### src/rtl/ocp_slave_slice.sv
// Registered OCP stage in front of a single slave: one command in flight, replayed
// until the slave accepts, response returned as a one-cycle pulse, watchdog -> ERR.
`ifndef ADDR_WIDTH
`define ADDR_WIDTH 32
`endif
`ifndef DATA_WIDTH
`define DATA_WIDTH 32
`endif
`ifndef BEN_WIDTH
`define BEN_WIDTH 4
`endif
`ifndef OCP_CMD_IDLE
`define OCP_CMD_IDLE 3'b000
`endif
`ifndef OCP_CMD_WR
`define OCP_CMD_WR 3'b001
`endif
`ifndef OCP_CMD_RD
`define OCP_CMD_RD 3'b010
`endif
`ifndef OCP_RESP_NULL
`define OCP_RESP_NULL 2'b00
`endif
`ifndef OCP_RESP_DVA
`define OCP_RESP_DVA 2'b01
`endif
`ifndef OCP_RESP_ERR
`define OCP_RESP_ERR 2'b11
`endif

module ocp_slave_slice #(
   parameter int unsigned TIMEOUT = 255
) (
   input  logic                   clk,
   input  logic                   rst,
   input  logic [`ADDR_WIDTH-1:0] i_MAddr,
   input  logic [2:0]             i_MCmd,
   input  logic [`DATA_WIDTH-1:0] i_MData,
   input  logic [`BEN_WIDTH-1:0]  i_MByteEn,
   output logic                   o_SCmdAccept,
   output logic [`DATA_WIDTH-1:0] o_SData,
   output logic [1:0]             o_SResp,
   output logic [`ADDR_WIDTH-1:0] o_MAddr,
   output logic [2:0]             o_MCmd,
   output logic [`DATA_WIDTH-1:0] o_MData,
   output logic [`BEN_WIDTH-1:0]  o_MByteEn,
   input  logic                   i_SCmdAccept,
   input  logic [`DATA_WIDTH-1:0] i_SData,
   input  logic [1:0]             i_SResp
);

   typedef enum logic [1:0] {S_IDLE, S_REQ, S_WAIT, S_RESP} state_e;

   localparam logic [15:0] TO_LAST = (TIMEOUT == 0) ? 16'd0 : 16'(TIMEOUT - 1);

   state_e                   state_q, state_d;
   logic [`ADDR_WIDTH-1:0]   addr_q, addr_d;
   logic [2:0]               cmd_q, cmd_d;
   logic [`DATA_WIDTH-1:0]   data_q, data_d;
   logic [`BEN_WIDTH-1:0]    ben_q, ben_d;
   logic [`DATA_WIDTH-1:0]   sdata_q, sdata_d;
   logic [1:0]               sresp_q, sresp_d;
   logic [15:0]              cnt_q, cnt_d;
   logic                     timeout_hit;

   assign timeout_hit = (TIMEOUT != 0) && (cnt_q == TO_LAST);

   always_comb begin
      state_d = state_q;
      addr_d  = addr_q;
      cmd_d   = cmd_q;
      data_d  = data_q;
      ben_d   = ben_q;
      sdata_d = sdata_q;
      sresp_d = sresp_q;
      cnt_d   = cnt_q;
      case (state_q)
         S_IDLE: begin
            if (i_MCmd != `OCP_CMD_IDLE) begin
               addr_d  = i_MAddr;
               cmd_d   = i_MCmd;
               data_d  = i_MData;
               ben_d   = i_MByteEn;
               cnt_d   = 16'd0;
               state_d = S_REQ;
            end
         end
         S_REQ: begin
            // A response in the accept cycle completes, and completion beats the watchdog.
            if (i_SCmdAccept && (i_SResp != `OCP_RESP_NULL)) begin
               sdata_d = i_SData;
               sresp_d = i_SResp;
               state_d = S_RESP;
            end else if (timeout_hit) begin
               sdata_d = '0;
               sresp_d = `OCP_RESP_ERR;
               state_d = S_RESP;
            end else begin
               cnt_d = cnt_q + 16'd1;
               if (i_SCmdAccept) state_d = S_WAIT;
            end
         end
         S_WAIT: begin
            if (i_SResp != `OCP_RESP_NULL) begin
               sdata_d = i_SData;
               sresp_d = i_SResp;
               state_d = S_RESP;
            end else if (timeout_hit) begin
               sdata_d = '0;
               sresp_d = `OCP_RESP_ERR;
               state_d = S_RESP;
            end else begin
               cnt_d = cnt_q + 16'd1;
            end
         end
         default: state_d = S_IDLE;
      endcase
   end

   always_ff @(posedge clk or posedge rst) begin
      if (rst) begin
         state_q <= S_IDLE;
         addr_q  <= '0;
         cmd_q   <= `OCP_CMD_IDLE;
         data_q  <= '0;
         ben_q   <= '0;
         sdata_q <= '0;
         sresp_q <= `OCP_RESP_NULL;
         cnt_q   <= 16'd0;
      end else begin
         state_q <= state_d;
         addr_q  <= addr_d;
         cmd_q   <= cmd_d;
         data_q  <= data_d;
         ben_q   <= ben_d;
         sdata_q <= sdata_d;
         sresp_q <= sresp_d;
         cnt_q   <= cnt_d;
      end
   end

   // Outputs decode the state so an async reset drops the slave command immediately.
   assign o_SCmdAccept = (state_q == S_IDLE) && !rst;
   assign o_MCmd       = (state_q == S_REQ) ? cmd_q : `OCP_CMD_IDLE;
   assign o_MAddr      = addr_q;
   assign o_MData      = data_q;
   assign o_MByteEn    = ben_q;
   assign o_SResp      = (state_q == S_RESP) ? sresp_q : `OCP_RESP_NULL;
   assign o_SData      = (state_q == S_RESP) ? sdata_q : '0;

endmodule

### config.mk
export PLATFORM = sky130hd
export DESIGN_NAME = ocp_slave_slice
export DESIGN_NICKNAME = d
export VERILOG_FILES = /design/src/rtl/ocp_slave_slice.sv
export SDC_FILE = /design/constraint.sdc
export NUM_CORES = 1
export LEC_CHECK = 0
export ABC_AREA = 1
export CORE_MARGIN = 4
export CORE_UTILIZATION = 48
export CTS_CLUSTER_SIZE = 20
export DETAILED_ROUTE_END_ITERATION = 10
export PLACE_DENSITY = 0.86
export RECOVER_POWER = 25
export SYNTH_ARGS = -nofsm -noshare
export SYNTH_HDL_FRONTEND = slang
export SYNTH_SLANG_ARGS = --single-unit
### constraint.sdc
create_clock -name clk -period 8.04 [get_ports clk]
set_input_delay 1.206 -clock clk [delete_from_list [all_inputs] [get_ports clk]]
set_output_delay 1.206 -clock clk [all_outputs]
set_load 0.01 [all_outputs]
==> flow_metrics.py <==
metrics = {
    "clock_network": {
        "clkSinkCount": 123,
        "clkLatencyLatePin_ps": 410,
        "hold_buffers": 0,
        "cts_tree": "done",
        "clk_pin_slew_ps": 50,
        "cts_setup_buffers": 0,
        "cts_buffer_depth": 2,
        "numCtsBuffers": 17,
        "clockRootBuffer": "clkbuf_16",
        "ctsResizeCount": 0,
        "htreeDepth": 4,
    },
    "yosys": {
        "yosys-top-cells-count": "nand2_1, dfrtp_1, nand3_1",
        "syn_inst": 609,
        "yosys-top-cells-area": "dfrtp_1, mux2_2, nand2_1",
        "ys_async_sr_fraction": 1.00,
        "synth_top_area_cell": "dfrtp_1",
        "yosys_warnings": 0,
        "synth_edf_count": 0,
        "yosysSeqAreaShare": 0.537,
        "syn_area_mm2": 0.00573,
        "syn_area_per_cell_um2": 9.41,
        "synth_fp_nets": 724,
        "synth_cell_type_count": 24,
        "synth_seq_cells": 123,
        "synth_flop_cell": "dfrtp_1",
        "synth_top_area_frac": 0.537,
        "synth.most_common_cell": "nand2_1",
    },
    "floorplanning": {
        "num_rows": 39,
        "die_area_mm2": 0.0137,
        "core_mm2": 0.0116,
        "die_h_um": 117,
        "fp.dieW_um": 117,
        "ios": 214,
        "initial_utilization": 0.495,
    },
    "setup_path": {
        "crit_type": "flip-flop to flip-flop",
        "crit_fanout": 33,
        "arrival_ps": 4440,
        "cp-start-kind": "flip-flop",
        "r2r-start": "state_q[0]",
        "cp.required_ps": 8340,
        "rrSetupSlack_ps": 3900,
        "cp-end-kind": "flip-flop",
        "reg2regPathDepth": 8,
        "worstReg2RegEnd": "cnt_q[8]",
    },
    "global_route": {
        "grt_busiest_layer": "met2",
        "grt_pass1_wl_mm": 27.2,
        "grt.total_usage": 0.260,
        "use_met2": 0.456,
        "grt_max_degree": 73,
        "met1_usage": 0.287,
        "grtUsageMet3": 0.0869,
        "antenna_found_initial": 0,
        "grt_pass1_vias": 5384,
        "grt-ovfl-total": 0,
    },
    "layout": {
        "area_delta_synth_final_pct": 49.8,
        "nets": 932,
        "final_util": 0.742,
        "fin_cells": 973,
        "insertedDiodeCount": 0,
        "design_area_mm2": 0.00858,
        "drive_above_1_share": 0.137,
    },
    "routing": {
        "dr.pass1.iters": 5,
        "viasPerCell": 5.25,
        "ant_nets": 0,
        "drt_drc_violations_left": 0,
        "drt_wl_total_mm": 17.4,
        "vias": 5107,
        "drt_iter0_drc": 581,
        "avgRoutedWirePerCell_um": 17.9,
    },
    "place": {
        "dp.cells": 940,
        "placed_cell_area_mm2": 0.00792,
        "port_buffers": 213,
        "gp_congestion": 0.908,
        "dp_hpwl_mm": 12.3,
        "dp_slack_ps": 4380,
    },
    "sta": {
        "fmax_mhz": 242,
        "fin_ws_ps": 3900,
        "finalSetupViolations": 0,
        "fin_hold_ws_ps": 492,
        "grt_setup_unrepaired": "false",
        "slew_viol_final": 56,
        "min_period_ps": 4140,
        "hold_viol_final": 0,
        "worst_slew_pin_slew_ps": 2440,
        "skew_ps": 6.25,
        "finalCritPeriodShare": 0.515,
        "relSlewSlack": -0.636,
        "fin_setup_tns_ps": 0,
    },
    "worst_hold_path": {
        "hold_class": "flip-flop to flip-flop",
        "hold_end": "cmd_q[2]",
        "hold_path_depth": 2,
        "worstHoldStart": "cmd_q[2]",
    },
    "outcome": {
        "violations": "capacitance limit, slew limit",
        "status": "finished, violations left",
    },
    "run": {
        "max_cap_viol_count": 1,
    },
    "power": {
        "ir_worst_vdd_mv": 0.251,
        "p_per_area_mw_per_mm2": 395,
        "p_total_mw": 3.39,
        "leakage_nw": 4.09,
    },
}
## where the power goes
group	switching, mW	internal, mW	total [mW]
registers	0.168	0.907	1.08
logic	0.755	0.756	1.51
clock network	0.273	0.530	0.802
total	1.20	2.19	3.39
## cell usage in the layout (no fill, tap or decap), drive strengths merged
| master | n |
|---|---|
| or2 | 5 |
| clkbuf | 24 |
| inv | 71 |
| clkinvlp | 2 |
| nand3b | 1 |
| nand2 | 144 |
| clkdlybuf4s50 | 181 |
| dlygate4sd3 | 32 |
| mux2 | 68 |
| nand4 | 6 |
| buf | 4 |
| bufinv | 3 |
| a21oi | 6 |
| clkinv | 5 |
| nor2 | 29 |
| ha | 7 |
| nor3 | 2 |
| o21bai | 1 |
| nand3 | 93 |
| o21ai | 22 |
| xor2 | 1 |
| dfrtp | 123 |
## sequential cells by signal, summed over array words and instances (netlist names)
name and count:
cnt_q 16, o_MByteEn 4, sresp_q 2, sdata_q 32
cmd_q 3, o_MData 32, o_MAddr 32, state_q 2
## metal layers
metal / share of wire / vias to the layer above
met1: 0.36 / 2469
met5: 0 / -
met2: 0.53 / 222
li1: - / 2379
met3: 0.080 / 37
met4: 0.026 / 0
## kinds of logic after synthesis
| group | count (synthesis) | synth area share |
|---|---|---|
| muxes | 68 | 0.134 |
| AOI/OAI and AO/OA | 29 | 0.0264 |
| DFF | 123 | 0.537 |
| and+or+nand+nor | 280 | 0.212 |
| xor gates and xnor gates | 1 | 0.00153 |
| adders and majority gates | 7 | 0.0153 |
| buffers and inverters | 101 | 0.0734 |
## worst max-delay path by stage
stage,startpoint,endpoint,slack [ps],cells past startpoint
2_1_floorplan,rst,cmd_q[0],3560,1
3_3_place_gp,rst,o_SCmdAccept,4460,3
3_5_place_dp,i_SResp[0],sdata_q[7],4380,9
4_1_cts,state_q[0],o_SData[5],4060,4
5_1_grt,state_q[0],cnt_q[8],3610,8
6_report,state_q[0],cnt_q[8],3900,8
## cell type report
class / instances / area, um^2
sequential: 123 / 3080
multi-input combinational: 385 / 2230
timing repair buffer: 218 / 2190
tap: 143 / 179
inverter: 72 / 272
clock buffer: 23 / 498
clock inverter: 9 / 134
fill: 799 / 2990
## worst max-delay path, cell delays in order (launching register included)
cell,delay [ps]
dfrtp_1,440
inv_1,100
ha_1,860
clkbuf_1,1000
nand3_2,820
nand2_4,580
inv_1,90
nand2_1,80
nand2_1,40
Power figures use the tool's default switching activity.
